==> src/rtl/ram_bist_pkg.sv <==
// Shared types and constants for the RAM BIST controller.
// Optional feature macro: BIST_ERR_LOG_EN (first-failure address/data log).
package ram_bist_pkg;

    localparam int unsigned ERR_W = 8;
    localparam logic [ERR_W-1:0] ERR_MAX = '1;

    typedef enum logic [2:0] {
        IDLE,
        WR_PAT,
        RD_PAT,
        WR_INV,
        RD_INV,
        DRAIN,
        DONE
    } bist_state_e;

endpackage

==> src/rtl/ram_bist_cmp.sv <==
// Read-latency delay line for expected data/address/valid plus the compare.
module ram_bist_cmp #(
    parameter int unsigned DATA_WIDTH = 8,
    parameter int unsigned ADDR_WIDTH = 4,
    parameter int unsigned RD_LAT     = 1
) (
    input  logic                  clk,
    input  logic                  reset,
    input  logic                  flush,
    input  logic                  rd_vld,
    input  logic [ADDR_WIDTH-1:0] rd_addr,
    input  logic [DATA_WIDTH-1:0] rd_exp,
    input  logic [DATA_WIDTH-1:0] data_out,
    output logic                  mismatch_c,
    output logic [ADDR_WIDTH-1:0] cmp_addr_c
);

    logic [RD_LAT-1:0]                 vld_q;
    logic [RD_LAT-1:0][DATA_WIDTH-1:0] exp_q;
    logic [RD_LAT-1:0][ADDR_WIDTH-1:0] addr_q;

    // Shift each read's expectation alongside the RAM's read latency; flush kills in-flight compares.
    always_ff @(posedge clk or posedge reset) begin
        if (reset) begin
            vld_q  <= '0;
            exp_q  <= '0;
            addr_q <= '0;
        end else begin
            vld_q[0]  <= rd_vld && !flush;
            exp_q[0]  <= rd_exp;
            addr_q[0] <= rd_addr;
            for (int unsigned i = 1; i < RD_LAT; i++) begin
                vld_q[i]  <= vld_q[i-1] && !flush;
                exp_q[i]  <= exp_q[i-1];
                addr_q[i] <= addr_q[i-1];
            end
        end
    end

    // Compare returning data against the delayed expectation.
    always_comb begin
        mismatch_c = vld_q[RD_LAT-1] && (data_out != exp_q[RD_LAT-1]);
        cmp_addr_c = addr_q[RD_LAT-1];
    end

endmodule

==> src/rtl/ram_bist_ctrl.sv <==
// RAM BIST controller: pattern / inverse-pattern march with mismatch counting.
// Optional feature macro: BIST_ERR_LOG_EN (log address and data of first mismatch).
module ram_bist_ctrl
    import ram_bist_pkg::*;
#(
    parameter int unsigned DATA_WIDTH = 8,
    parameter int unsigned ADDR_WIDTH = 4,
    parameter int unsigned RD_LAT     = 1
) (
    input  logic                  clk,
    input  logic                  reset,
    input  logic                  start,
    input  logic                  abort,
    input  logic [DATA_WIDTH-1:0] seed,
    output logic                  write_enb,
    output logic                  read_enb,
    output logic [ADDR_WIDTH-1:0] address,
    output logic [DATA_WIDTH-1:0] data_in,
    input  logic [DATA_WIDTH-1:0] data_out,
    output logic                  busy,
    output logic                  done,
    output logic                  pass,
    output logic [ERR_W-1:0]      err_count,
    output logic [ADDR_WIDTH-1:0] fail_addr,
    output logic [DATA_WIDTH-1:0] fail_data
);

    localparam int unsigned CNT_W = (RD_LAT > 1) ? $clog2(RD_LAT) : 1;
    localparam logic [CNT_W-1:0]      DRAIN_LAST = CNT_W'(RD_LAT - 1);
    localparam logic [ADDR_WIDTH-1:0] ADDR_LAST  = '1;

    bist_state_e           state_q, state_d;
    logic [ADDR_WIDTH-1:0] addr_d;
    logic [DATA_WIDTH-1:0] din_d;
    logic [DATA_WIDTH-1:0] seed_q, seed_d;
    logic [ERR_W-1:0]      err_d;
    logic [CNT_W-1:0]      cnt_q, cnt_d;
    logic                  inv_q, inv_d;
    logic                  wr_d, rd_d, busy_d, done_d, pass_d;
    logic                  start_acc_c, active_c, cnt_en_c, flush_c;
    logic                  mismatch_c;
    logic [ADDR_WIDTH-1:0] cmp_addr_c;
    logic [DATA_WIDTH-1:0] rd_exp_c;

    function automatic logic [DATA_WIDTH-1:0] pat(input logic [DATA_WIDTH-1:0] s,
                                                  input logic [ADDR_WIDTH-1:0] a);
        return s ^ DATA_WIDTH'(a);
    endfunction

    // State and registered outputs.
    always_ff @(posedge clk or posedge reset) begin
        if (reset) begin
            state_q   <= IDLE;
            address   <= '0;
            write_enb <= 1'b0;
            read_enb  <= 1'b0;
            data_in   <= '0;
            busy      <= 1'b0;
            done      <= 1'b0;
            pass      <= 1'b0;
            err_count <= '0;
            seed_q    <= '0;
            cnt_q     <= '0;
            inv_q     <= 1'b0;
        end else begin
            state_q   <= state_d;
            address   <= addr_d;
            write_enb <= wr_d;
            read_enb  <= rd_d;
            data_in   <= din_d;
            busy      <= busy_d;
            done      <= done_d;
            pass      <= pass_d;
            err_count <= err_d;
            seed_q    <= seed_d;
            cnt_q     <= cnt_d;
            inv_q     <= inv_d;
        end
    end

    // Next state, address sequencing, error counting and next output values.
    always_comb begin
        state_d     = state_q;
        addr_d      = address;
        seed_d      = seed_q;
        cnt_d       = cnt_q;
        inv_d       = inv_q;
        err_d       = err_count;
        start_acc_c = 1'b0;

        case (state_q)
            IDLE, DONE: begin
                if (start && !abort) begin
                    start_acc_c = 1'b1;
                    state_d     = WR_PAT;
                    addr_d      = '0;
                    seed_d      = seed;
                end
            end
            WR_PAT: begin
                if (address == ADDR_LAST) begin
                    state_d = RD_PAT;
                    addr_d  = '0;
                end else begin
                    addr_d = address + ADDR_WIDTH'(1);
                end
            end
            RD_PAT: begin
                if (address == ADDR_LAST) begin
                    state_d = DRAIN;
                    cnt_d   = '0;
                    inv_d   = 1'b0;
                end else begin
                    addr_d = address + ADDR_WIDTH'(1);
                end
            end
            WR_INV: begin
                if (address == '0) begin
                    state_d = RD_INV;
                    addr_d  = ADDR_LAST;
                end else begin
                    addr_d = address - ADDR_WIDTH'(1);
                end
            end
            RD_INV: begin
                if (address == '0) begin
                    state_d = DRAIN;
                    cnt_d   = '0;
                    inv_d   = 1'b1;
                end else begin
                    addr_d = address - ADDR_WIDTH'(1);
                end
            end
            DRAIN: begin
                if (cnt_q == DRAIN_LAST) begin
                    state_d = inv_q ? DONE : WR_INV;
                    addr_d  = ADDR_LAST;
                end else begin
                    cnt_d = cnt_q + CNT_W'(1);
                end
            end
            default: state_d = IDLE;
        endcase

        active_c = !(state_q inside {IDLE, DONE});
        if (abort && active_c) begin
            state_d = IDLE;
            addr_d  = '0;
        end

        // Compares still in flight when abort lands are discarded.
        cnt_en_c = active_c && !abort;
        flush_c  = start_acc_c || (abort && active_c);

        if (start_acc_c) begin
            err_d = '0;
        end else if (cnt_en_c && mismatch_c && (err_count != ERR_MAX)) begin
            err_d = err_count + ERR_W'(1);
        end

        wr_d   = state_d inside {WR_PAT, WR_INV};
        rd_d   = state_d inside {RD_PAT, RD_INV};
        busy_d = !(state_d inside {IDLE, DONE});
        done_d = (state_d == DONE);
        pass_d = done_d && (err_d == '0);
        din_d  = '0;
        if (state_d == WR_PAT) begin
            din_d = pat(seed_d, addr_d);
        end else if (state_d == WR_INV) begin
            din_d = ~pat(seed_d, addr_d);
        end
    end

    // Expectation for the read currently on the bus.
    always_comb begin
        rd_exp_c = (state_q == RD_INV) ? ~pat(seed_q, address) : pat(seed_q, address);
    end

    ram_bist_cmp #(
        .DATA_WIDTH (DATA_WIDTH),
        .ADDR_WIDTH (ADDR_WIDTH),
        .RD_LAT     (RD_LAT)
    ) u_cmp (
        .clk        (clk),
        .reset      (reset),
        .flush      (flush_c),
        .rd_vld     (read_enb),
        .rd_addr    (address),
        .rd_exp     (rd_exp_c),
        .data_out   (data_out),
        .mismatch_c (mismatch_c),
        .cmp_addr_c (cmp_addr_c)
    );

`ifdef BIST_ERR_LOG_EN
    logic [ADDR_WIDTH-1:0] fail_addr_q;
    logic [DATA_WIDTH-1:0] fail_data_q;

    // Hold address and returned data of the first mismatch of the run.
    always_ff @(posedge clk or posedge reset) begin
        if (reset) begin
            fail_addr_q <= '0;
            fail_data_q <= '0;
        end else if (start_acc_c) begin
            fail_addr_q <= '0;
            fail_data_q <= '0;
        end else if (cnt_en_c && mismatch_c && (err_count == '0)) begin
            fail_addr_q <= cmp_addr_c;
            fail_data_q <= data_out;
        end
    end

    assign fail_addr = fail_addr_q;
    assign fail_data = fail_data_q;
`else
    logic [ADDR_WIDTH-1:0] unused_cmp_addr;
    assign unused_cmp_addr = cmp_addr_c;
    assign fail_addr       = '0;
    assign fail_data       = '0;
`endif

endmodule

==> config.mk <==
export PLATFORM = sky130hd
export DESIGN_NAME = ram_bist_ctrl
export DESIGN_NICKNAME = d
export VERILOG_FILES = /design/src/rtl/ram_bist_pkg.sv /design/src/rtl/ram_bist_cmp.sv /design/src/rtl/ram_bist_ctrl.sv
export SDC_FILE = /design/constraint.sdc
export NUM_CORES = 1
export LEC_CHECK = 0
export ABC_AREA = 1
export CAP_MARGIN = 20
export CELL_PAD_IN_SITES_DETAIL_PLACEMENT = 0
export CELL_PAD_IN_SITES_GLOBAL_PLACEMENT = 2
export CORE_MARGIN = 1.5
export CORE_UTILIZATION = 27
export CTS_BUF_LIST = sky130_fd_sc_hd__clkbuf_8
export CTS_CLUSTER_DIAMETER = 120
export DETAILED_ROUTE_END_ITERATION = 16
export PLACE_DENSITY = 0.84
export SYNTH_ARGS = -nofsm -noshare
export SYNTH_HDL_FRONTEND = slang
export SYNTH_SLANG_ARGS = --single-unit
==> constraint.sdc <==
create_clock -name clk -period 1.9 [get_ports clk]
set_input_delay 0.38 -clock clk [delete_from_list [all_inputs] [get_ports clk]]
set_output_delay 0.38 -clock clk [all_outputs]
set_load 0.02 [all_outputs]
# Yosys cells after proc, flatten, opt, wreduce, memory -nomap -nowiden

Cells that the tools add are included.
W data, S select, Z words.

Order comparisons: 0
Multiply operators: 0
Bitwise operators: 4
Shift operators: 0
Equality and inequality tests: 16
Div/mod/pow operators: 0
Reductions and logical operators: 26
Add/sub/neg operators: 4
Multiplexer cells: 32

Operators by type and width:

| operator              | number |
|---|---|
| $mux W8               | 7 |
| $mux W4               | 7 |
| $mux W3               | 8 |
| $pmux W4 S6           | 1 |
| $pmux W3 S6           | 1 |
| $not A8 Y8            | 2 |
| $xor A8 B4 Y8         | 2 |
| $eq A3 B3 Y1 const B  | 5 |
| $eq A3 B2 Y1 const B  | 4 |
| $reduce_bool A2 Y1    | 5 |
| $add A8 B1 Y8 const B | 1 |
| $logic_and A1 B1 Y1   | 8 |
| $logic_not A8 Y1      | 1 |
| $ne A8 B8 Y1          | 1 |
| $ne A8 B8 Y1 const B  | 1 |
| $eq A3 B1 Y1 const B  | 2 |
| $logic_not A3 Y1      | 2 |
| $mux W1               | 6 |
| $reduce_and A3 Y1     | 2 |
| $add A4 B1 Y4 const B | 1 |
| $eq A4 B4 Y1 const B  | 1 |
| $logic_not A1 Y1      | 4 |
| $logic_not A4 Y1      | 1 |
| $ne A2 B2 Y1 const B  | 2 |
| 7 further kinds       | 7 |

ROM bits: 0
Input bits: 20
Bits in writable memories: 0
Bits in latches: 0
Flip-flop bits (word level): 47
Memories kept: 0

# Logic depth before layout (Yosys ltp)

Word-level depth: 10
Depth in mapped cells: 14

# Hierarchy

A second synthesis with hierarchy kept.

Cell total of the unflattened synthesis: 435
Area, all modules: 3,089.2 um^2

Modules (own cells, without submodules):

| module        | area each (um^2) | times used | cells an instance |
|---|---|---|---|
| ram_bist_ctrl | 2,576.2          | 1          | 372 |
| ram_bist_cmp  | 513.0            | 1          | 63 |

# Worst setup path after synthesis

Ideal clock, no wire load.

Path kind: flip-flop to flip-flop
Start point: reg address[0]
End point: reg data_in[0]
Period minus slack after synthesis: 1,974 ps
Stages on the path, launching flop included: 14
Data arrival time: 1,858 ps
Slack: -74 ps
Cell sequence: dfrtp_1 -> inv_1 -> ha_1 -> nand3_2 -> ha_1 -> inv_1 -> o22ai_1 -> nor2_1 -> nand2_1 -> nand2_1 -> xor2_1 -> inv_1 -> nand2_1 -> nand2_1

Cells in the longest elaborated chain, start to end: 8
Elaborated cells on any way between the ends: 24
Classes of those cells: add/sub: 2; eq/ne: 3; mux: 16; bitwise: 2; reduce/logical: 1

Ends and longest elaborated chain:

| element                                     | line                                       | source |
|---|---|---|
| start, declared                             | ram_bist_ctrl.sv:17                        | `output logic [ADDR_WIDTH-1:0] address,` |
| start signal, assigned                      | ram_bist_ctrl.sv:67                        | `address <= addr_d;` |
| $sub A4 B1 Y4, or another cell as far along | ram_bist_ctrl.sv:122, ram_bist_ctrl.sv:131 |  |
| $mux W4, on equally long branches           | n/a                                        |  |
| $pmux W4 S6                                 | ram_bist_ctrl.sv:91                        | `case (state_q)` |
| $mux W4                                     | ram_bist_ctrl.sv:146                       | `if (abort && active_c) begin` |
| $xor A8 B4 Y8                               | ram_bist_ctrl.sv:47                        | `return s ^ DATA_WIDTH'(a);` |
| $not A8 Y8                                  | ram_bist_ctrl.sv:170                       | `din_d = ~pat(seed_d, addr_d);` |
| $mux W8                                     | ram_bist_ctrl.sv:169                       | `end else if (state_d == WR_INV) begin` |
| $mux W8 *                                   | ram_bist_ctrl.sv:167                       | `if (state_d == WR_PAT) begin` |
| via din_d[0]                                | ram_bist_ctrl.sv:34                        | `logic [DATA_WIDTH-1:0] din_d;` |
| end signal, assigned                        | ram_bist_ctrl.sv:70                        | `data_in <= din_d;` |
| end, declared                               | ram_bist_ctrl.sv:18                        | `output logic [DATA_WIDTH-1:0] data_in,` |

Mark *: on every way through the listed nets, which the timed path passes. The rest lies on a longest branch.
A chain may end at the register's enable or synchronous reset.

# Final worst setup path

Start point: reg address[1]
End point: reg data_in[6]

Cells in the longest elaborated chain, start to end: 7
Elaborated cells on any way between the ends: 12
Classes of those cells: eq/ne: 3; mux: 8; reduce/logical: 1

Ends and longest elaborated chain:

| element                                                 | line |
|---|---|
| $eq A4 B4 Y1 / $logic_not A4 Y1 (equally long branches) | n/a |
| $mux W3, on equally long branches                       | n/a |
| $pmux W3 S6 *                                           | ram_bist_ctrl.sv:91 |
| $mux W3 *                                               | ram_bist_ctrl.sv:146 |
| $eq A3 B2 Y1                                            | ram_bist_ctrl.sv:169 |
| $mux W8                                                 | ram_bist_ctrl.sv:169 |
| $mux W8 *                                               | ram_bist_ctrl.sv:167 |
| via din_d[6]                                            | ram_bist_ctrl.sv:34 |

Marks and branches as above.

==> flow_summary.json <==
{
  "vias_per_cell": 4.20,
  "rsz0062_at_grt": "true",
  "synth_warnings": 0,
  "switching_share_pct": 41.0,
  "wirelength_mm": 7.04,
  "fillCellCount": 1000,
  "root_buffer": "clkbuf_8",
  "synth.distinct_cells": 31,
  "slew_violations": 0,
  "ctsHtreeMaxLevel": 2,
  "critPathKind": "flop to flop",
  "die_w_um": 104,
  "post-place-ws_ns": -0.194,
  "synthTopCellsByArea": "dfrtp_1 42%, nand2_1 13%, inv_1 7.3%",
  "grt_pass1_wl_mm": 11.9,
  "clock_skew_ns": 0.00464,
  "critPathMaxFanout": 5,
  "gp_congestion": 0.789,
  "worst_hold_slack_ns": 0.393,
  "postRouteAntennaNets": 0,
  "placed_cell_area_um2": 3630,
  "synth_seq_cells": 46,
  "fmax_mhz": 525,
  "dr.pass1.iters": 4,
  "pwr_density_cell_nw_per_um2": 1160,
  "endpoint_kind": "flop",
  "cts.sinks": 46,
  "drv_cap": 0,
  "start_kind": "flop",
  "status": "finished with violations",
  "hold_viol_final": 0,
  "drc": 0,
  "cts_buffers": 5,
  "fin_crit_ns": 1.90,
  "grt_pass1_vias": 2446,
  "postLayoutCoreUtil_pct": 40.2,
  "seqPwrFrac_pct": 32.3,
  "diodes": 0,
  "grt_max_degree": 24,
  "setup_viol": 1,
  "drive_gt1_share_pct": 29.2,
  "cp.arrival_ns": 2.11,
  "p_leak_uw": 0.00204,
  "syn_to_final_growth_pct": 43.0,
  "grt_usage_pct": 13.6,
  "antenna_found_initial": 0,
  "finalCritPeriodShare_pct": 100,
  "syn_inst": 355,
  "clkPwrFrac_pct": 13.1,
  "clkLatencyLatePin_ns": 0.29,
  "fin_nets": 472,
  "dr_total_vias": 2441,
  "core_area_um2": 9860,
  "synth_top_area_share_pct": 41.5,
  "wl_per_cell_um": 12.1,
  "setup_slack_ns": -0.00458,
  "cts_tree": "yes",
  "die_h_um": 104,
  "power.total_uw": 4580,
  "ys_seq_area_share_pct": 41.5,
  "clockBufferDepth": 2,
  "critPathRequiredTime_ns": 2.10,
  "violations": "negative setup slack",
  "port_buffers": 44,
  "first_iter_violations": 79,
  "clk_pin_slew_ns": 0.08,
  "power.switching_uw": 1880,
  "synth.largest_area_cell": "dfrtp_1",
  "syn_area_per_cell_um2": 7.81,
  "ir_drop_uv": 724,
  "die_area_um2": 10900,
  "combPwrFrac_pct": 54.6,
  "pin_count": 57,
  "dpl.hpwl_mm": 5.41,
  "synth_area_um2": 2770,
  "fp-row-count": 36,
  "fin_area_um2": 3960,
  "p_int_uw": 2700,
  "hp-class": "primary input to async pin",
  "grt_overflow": 0,
  "initial_core_util_pct": 28.1
}
## sequential cells by signal, indices dropped and copies added (netlist names)
signal,count
inv_q,1
data_in,8
err_count,8
u_cmp.exp_q,8
pass,1
state_q,3
done,1
write_enb,1
address,4
read_enb,1
busy,1
seed_q,8
u_cmp.vld_q,1
## power groups by stage
stage	clock [µW]	sequential [µW]	combinational (µW)
finish	602	1480	2500
global route	661	1520	2760
CTS	617	1470	2260
detailed placement	0	1480	2100
global placement	0	1480	2100
floorplan	0	1590	1130
## layer usage
layer  track usage (%)  part of all wire [%]  up-vias
met5                 0                     0        -
met1              19.8                    49     1121
li1                  -                     -     1246
met4              4.27                   1.3        0
met2              20.7                    44       66
met3              1.94                   5.5        8
## Yosys cell counts, drive strengths merged
| cell | instances |
|---|---|
| nand3b | 1 |
| a31oi | 1 |
| ha | 5 |
| o211ai | 1 |
| nor2 | 25 |
| xnor2 | 9 |
| o22ai | 1 |
| nand3 | 26 |
| dfrtp | 46 |
| nand2 | 105 |
| buf | 17 |
| o21bai | 2 |
| o31ai | 4 |
| xor2 | 17 |
| o21ai | 18 |
| a21oi | 5 |
| a211oi | 1 |
| nor3 | 4 |
| conb | 1 |
| inv | 63 |
| nand4 | 3 |
## stage by stage
step                      setup TNS, ns  instances
after floorplan                       0        366
after global placement            -1.80        569
after detailed placement          -1.69        569
after CTS                       -0.0995        581
after global routing             -0.590        581
final                          -0.00458        581
## placed cells by master, fill, tap and decap left out, types with 2 or more instances in the layout
cell type	Yosys	final
nand2_1	98	86
inv_1	54	50
clkdlybuf4s50_1	0	42
buf_4	15	42
dfrtp_1	46	40
nand3_1	21	19
xor2_1	17	16
inv_2	9	14
nor2_2	8	13
nand2_2	4	12
conb_1	1	12
nor2_1	17	11
xnor2_1	9	9
o21ai_0	13	8
o21ai_1	5	8
nand2_4	3	7
dfrtp_2	0	6
clkbuf_8	0	6
nand3_2	5	5
a21oi_1	5	4
buf_6	1	4
nand4_1	3	3
o31ai_2	0	3
ha_4	0	3
nand3_4	0	2
nor3_2	1	2
o21ai_2	0	2
o21bai_1	2	2
nor3_4	2	2
ha_1	5	2
## path summary, 6_finish.rpt
kind                                 start              to  slack (ns)  cells after the start
worst max-delay path            address[1]      data_in[6]      -0.005                     10
worst min-delay path                 reset  u_cmp.exp_q[7]        0.39                      2
worst max register to register  address[1]      data_in[6]      -0.005                     10
worst min register to register    read_enb     u_cmp.vld_q        0.53                      2
max in group asynchronous            reset            pass        1.05                      3
min in group clk                  read_enb     u_cmp.vld_q        0.53                      2
## kinds of logic (layout without fill, tap and decap cells)
group,after synthesis,in the layout,share of synthesized area [%]
other,1,12,0.135
AOI/OAI and AO/OA,33,33,6.95
xor gates and xnor gates,26,26,8.21
buffers and inverters,80,162,13.2
adders and majority gates,5,5,2.26
and+or+nand+nor,164,164,27.8
DFF,46,46,41.5
## critical path, stage by stage, from the launching register on
cell,delay (ns)
dfrtp_2,0.46
inv_2,0.10
ha_4,0.15
nand3_4,0.08
buf_6,0.14
nand2_4,0.05
nand4_1,0.24
nor3_4,0.31
buf_6,0.16
nand2_2,0.05
o31ai_2,0.07
## cell type report
| cell class | instances | area [µm²] | share of cell area, % |
|---|---|---|---|
| Multi-Input combinational cell | 240 | 1490 | 37.6 |
| Inverter | 63 | 236 | 5.97 |
| Sequential cell | 46 | 1160 | 29.2 |
| Timing Repair Buffer | 91 | 822 | 20.7 |
| Tap cell | 133 | 166 | 4.20 |
| Clock inverter | 2 | 8.76 | 0.221 |
| Clock buffer | 6 | 82.6 | 2.08 |
## timing repair
item	in CTS	in global routing
pin swaps	7	22
endpoints found under the setup margin	10	13
gates resized for setup	8	51
hold buffers	0	0
setup buffers	4	1
Power figures use the tool's default switching activity.
==> RTL change 1 (same settings) <==
`DATA_WIDTH` is set to 8 in 2 places; all go to 7.
--- a/src/rtl/ram_bist_cmp.sv
+++ b/src/rtl/ram_bist_cmp.sv
@@ -2,3 +2,3 @@
 module ram_bist_cmp #(
-    parameter int unsigned DATA_WIDTH = 8,
+    parameter int unsigned DATA_WIDTH = 7,
     parameter int unsigned ADDR_WIDTH = 4,
--- a/src/rtl/ram_bist_ctrl.sv
+++ b/src/rtl/ram_bist_ctrl.sv
@@ -5,3 +5,3 @@
 #(
-    parameter int unsigned DATA_WIDTH = 8,
+    parameter int unsigned DATA_WIDTH = 7,
     parameter int unsigned ADDR_WIDTH = 4,
Ports: changed (resized data_in, data_out, fail_data and seed); port bits go from 57 to 53. No check against the original RTL was run, so the function may have changed too.
==> RTL change 1 against the unedited design <==
Global-route usage is 0.46 points lower. Area after synthesis fell by 0.23%. Critical path type unchanged. Largest power group unchanged. Largest cell class unchanged. Wire length down 4.0%. Synthesized cell count fell by 1.7%. Combinational power is 10% lower. Worst setup slack better by 0.032 ns. Non-clock buffer count did not move. Sequential cell count shrank 3. Power is 2.7% lower. Final area decreased by 1.5%. Maximum frequency increased by 1.7%.
==> RTL change 1: results (changes against the unedited design) <==
Clocking
The later pin in the worst-skew pair is clocked with a latency of 0.30 ns. The number of buffers on the longest clock path is 2 (unchanged). The total CTS buffers is 5 (unchanged). The clock transition at the registers of the reported paths is 0.09 ns. The CTS H-tree depth is 2 (unchanged). The cell at the root of the clock tree is sky130_fd_sc_hd__clkbuf_8.

Power
The leakage power total is 2.00 nW (-2.2%). The maximum vdd ir drop is 0.493 mV (-32%).

Global route
The maximum number of pins on one net before global-route repair was 44 (+83%). The first-pass GRT wire length is 11500 µm (-3.6%). The overall routing resource usage is 0.132 (-0.00460). The via count of the first global-routing pass came to 2430 (-0.65%). The number of antenna violations at the first check in global routing is 0 (unchanged).

Layout
The total inserted antenna cells was 0 (unchanged). The final net count is 464 (-1.7%). The flip-flop count of the largest register, all copies and words added is 8.

The fraction of layout cells with a size suffix above 1 is 0.281 (-0.0119). The most flop-heavy register is err_count. The post-route non-filler standard cell count is 575 (-1.0%).

Worst hold path
The path class of the tightest hold or removal check is input port to async pin.

Worst setup path
The cell family contributing the most delay on the critical path is simple AND/OR/NAND/NOR gates. The arrival time of data at the critical path endpoint is 2.08 ns (-0.03 ns). The largest incremental delay on the critical path is 0.45 ns. The cell with the biggest individual delay on the critical path is sky130_fd_sc_hd__dfrtp_2. In this run the worst setup path begins at address[1]. The setup slack on the worst flop-to-flop path came to 0.03 ns (+0.03 ns). The worst setup path is of the flop to flop kind.

Run status
The run finished with clean final reports.

Synthesis
By count the netlist is led by sky130_fd_sc_hd__nand2_1 (93), sky130_fd_sc_hd__inv_1 (50), sky130_fd_sc_hd__dfrtp_1 (43). The number of cells produced by synthesis came to 349 (-1.7%). Ranked by total cell area, the synthesized netlist is headed by sky130_fd_sc_hd__dfrtp_1 (39%), sky130_fd_sc_hd__nand2_1 (13%), sky130_fd_sc_hd__inv_1 (6.8%). The number of distinct standard cells referenced by the synthesized netlist is 36 (+16%).

The total number of yosys warnings is 0 (unchanged). The async set-reset flop share out of synthesis came to 1.00 (unchanged). The register area share after synthesis is 0.389 (-0.0262).

In the synthesized netlist the dominant register cell turns out to be sky130_fd_sc_hd__dfrtp_1.

STA
The worst hold slack after final layout is 0.419 ns (+0.0265 ns). The minimum clock period after layout is 1.87 ns (-0.0317 ns). The max-slew violation total from the final report is 0 (unchanged). The setup skew after layout came to 0.0164 ns (+0.0117 ns).

Placed design
The routability congestion estimate from global placement was 0.813 (+3.0%). The post-detailed-placement cell area is 0.00361 mm² (-0.69%). The minimum setup slack after placement is -0.171 ns (+0.0224 ns). The number of buffers inserted by port buffering is 41 (-6.8%). The count of placed standard cells including taps came to 561 (-1.4%). The half-perimeter wire length of the detailed placement result came to 5350 µm (-1.1%).

Drt
The first-pass iteration count of the detailed router is 4 (unchanged). The mean number of vias per cell was 4.14 (-1.4%). The routed wire length was 6760 µm (-4.0%).

The detailed router's first-iteration violation count was 49 (-38%).
[RTL change 1: cell types whose count changed after synthesis, sizes merged, moves of 2 or more]
cell / delta
inv: -2
a21oi: -3
nand3: +3
dfrtp: -3
nand2: -4
or2: +2
o31ai: -4
o21ai: +4
nor2: +8
xor2: -3
[RTL change 1: worst reg2reg max path, cell delays in order (launching register included)]
cell	delay (ns)
sky130_fd_sc_hd__dfrtp_2	0.45
sky130_fd_sc_hd__inv_1	0.11
sky130_fd_sc_hd__ha_4	0.15
sky130_fd_sc_hd__nand2_4	0.07
sky130_fd_sc_hd__buf_6	0.13
sky130_fd_sc_hd__nor2_4	0.09
sky130_fd_sc_hd__nor2_4	0.04
sky130_fd_sc_hd__nand2_2	0.09
sky130_fd_sc_hd__nor2_4	0.05
sky130_fd_sc_hd__nor2_4	0.12
sky130_fd_sc_hd__inv_4	0.07
sky130_fd_sc_hd__nor3_4	0.26
sky130_fd_sc_hd__nand2_1	0.08
sky130_fd_sc_hd__o21ai_1	0.08
[RTL change 1: metal layers]
metal  GRT usage  part of all wire
met2       0.229              0.49
met3      0.0201             0.024
met1       0.167              0.47
met5           0                 0
met4      0.0407             0.014
[RTL change 1: final timing paths]
check	depth (start not counted)	endpoint
worst max-delay path	13	data_in[5]
worst min-delay path	3	address[0]
worst max register to register	13	data_in[5]
worst min register to register	2	u_cmp.vld_q
max in group asynchronous	3	state_q[0]
min in group clk	2	u_cmp.vld_q
[RTL change 1: where the power goes]
part | switching [mW] | internal [mW] | total [mW]
clock | 0.313 | 0.520 | 0.833
combinational | 1.22 | 1.03 | 2.25
sequential | 0.180 | 1.19 | 1.37
total | 1.71 | 2.75 | 4.46
[RTL change 1: area by class of cell]
class / count / area, µm²
inverter: 61 / 239
tap: 133 / 166
sequential: 43 / 1080
clock buffer: 5 / 68.8
timing repair buffer: 91 / 820
multi-input combinational: 239 / 1460
fill: 1011 / 5960
clock inverter: 3 / 63.8
[RTL change 1: kinds of logic (layout without fill, tap and decap cells)]
| group | after synthesis | count (layout) | share of synthesized area |
|---|---|---|---|
| adder cells (fa/ha/maj) | 5 | 5 | 0.0226 |
| XOR/XNOR | 23 | 23 | 0.0728 |
| other | 1 | 11 | 0.00136 |
| buffers and inverters | 77 | 160 | 0.128 |
| AO/OA/AOI/OAI | 28 | 28 | 0.0611 |
| AND/OR/NAND/NOR | 172 | 172 | 0.326 |
| flip-flops | 43 | 43 | 0.389 |
[RTL change 1: timing repair]
action | CTS | global route
endpoints found under the setup margin | 9 | 12
pin swaps | 4 | 10
gates resized for setup | 8 | 25
cloned | 0 | 0
hold buffers | 0 | 0
setup buffers | 2 | 4
==> RTL change 2 (same settings) <==
Made on the original files. Register the input `seed` before use, with the module's reset. The logic sees it one clock later. The other inputs are not delayed to match.
--- a/src/rtl/ram_bist_ctrl.sv
+++ b/src/rtl/ram_bist_ctrl.sv
@@ -30,2 +30,12 @@
     localparam logic [ADDR_WIDTH-1:0] ADDR_LAST  = '1;
+
+    logic [DATA_WIDTH-1:0] seed_r;
+
+    always_ff @(posedge clk or posedge reset) begin
+        if (reset) begin
+            seed_r <= '0;
+        end else begin
+            seed_r <= seed;
+        end
+    end
 
@@ -96,3 +106,3 @@
                     addr_d      = '0;
-                    seed_d      = seed;
+                    seed_d      = seed_r;
                 end
Behaviour: not the same (Yosys sat finds a counterexample within 4 cycles, from zero or initial values and one cycle with reset high).
==> RTL change 2 against the unedited design <==
Final area up 8.4%. Die area rose by 9.6%. Critical path type is now flop to output pin. Power fell by 0.23%. Largest cell class unchanged. Sequential share of layout area up 2.4 points. Synthesized cell count grew 4.2%. Wire length rose by 6.5%. Sequential cell count is 8 higher. Worst setup slack gained 0.065 ns. Area after synthesis is 9.9% higher.
==> RTL change 2: results (changes against the unedited design) <==
Worst setup path
The arrival time of data at the critical path endpoint is 1.46 ns (-0.65 ns). In this run the worst setup path begins at address[3]. The largest incremental delay on the critical path is 0.66 ns (+0.20 ns).

The endpoint identified for the worst register-to-register timing path is data_in[4]. The setup slack on the worst flop-to-flop path is 0.09 ns (+0.09 ns). The capture point of the critical path is address[3]. Among cell families on the critical path, the largest total delay comes from buffers and inverters.

Drt
The sum of met2 wire segment lengths after detailed routing is 3630 µm (+16%). The detailed router's first-iteration violation count was 113 (+43%). The met3 wire length came to 266 µm (-31%).

The via count was 2610 (+6.9%).

Placed design
The routability congestion estimate from global placement is 0.888 (+13%). The minimum setup slack after placement is -0.236 ns (-0.0423 ns). The count of placed standard cells including taps is 603 (+6.0%).

Layout
The multi-input logic portion of the cell area is 0.344 (-0.0316). The non-clock buffer share of cell area came to 0.225 (+0.0175). The non-clock inverter instance count of the final layout was 60 (-4.8%). The number of multi-input combinational cells is 250 (+4.2%).

The count of non-CTS buffers in the layout is 107 (+18%). The sequential cell count of the final layout was 54 (+17%). The final net count is 503 (+6.6%). The storage element area is 0.00136 mm² (+17%). The number of inserted filler cells in the final layout was 1102 (+10%). The fraction of layout cells with a size suffix above 1 came to 0.303 (+0.0103).

Run status
The flow ran to the end, and the final reports show no timing, DRC or antenna violations.

STA
The setup skew after layout is 0.00841 ns (+0.00377 ns). The worst hold slack after final layout was 0.300 ns (-0.0926 ns).

Floorplan
The number of placement rows is 38 (+5.6%).

Synthesis
The register area share after synthesis was 0.443 (+0.0282). The number of cells produced by synthesis was 370 (+4.2%).

Global route
The via count of the first global-routing pass was 2414 (-1.3%). The first-pass GRT wire length came to 11800 µm (-1.3%).

Power
The leakage power total is 2.17 nW (+6.3%).

Clocking
The clock latency on the worst-skew pair is 0.31 ns (+0.02 ns).
## RTL change 2: cell families (layout without fill, tap and decap cells)
kind of cell | after synthesis | count (layout) | synth area share
simple gates | 174 | 174 | 0.283
buf+inv | 77 | 175 | 0.119
flops | 54 | 54 | 0.443
compound gates | 35 | 35 | 0.0645
xor+xnor | 24 | 24 | 0.0690
fa+ha+maj | 5 | 5 | 0.0205
other cells | 1 | 12 | 0.00123
## RTL change 2: power breakdown
part	switching, mW	internal [mW]	total [mW]
registers	0.168	1.45	1.62
clock network	0.395	0.264	0.660
logic	1.20	1.09	2.29
total	1.76	2.81	4.57
## RTL change 2: routing by layer
layer | vias to the layer above | GRT usage
met5 | - | 0
met4 | 0 | 0.0343
met3 | 6 | 0.0209
met2 | 61 | 0.218
met1 | 1210 | 0.173
li1 | 1333 | -
## RTL change 2: what timing repair did
item,in CTS,in global routing
pin swaps,13,14
endpoints found under the setup margin,13,14
resized for setup,12,34
buffers inserted,8,3
hold buffers,0,0
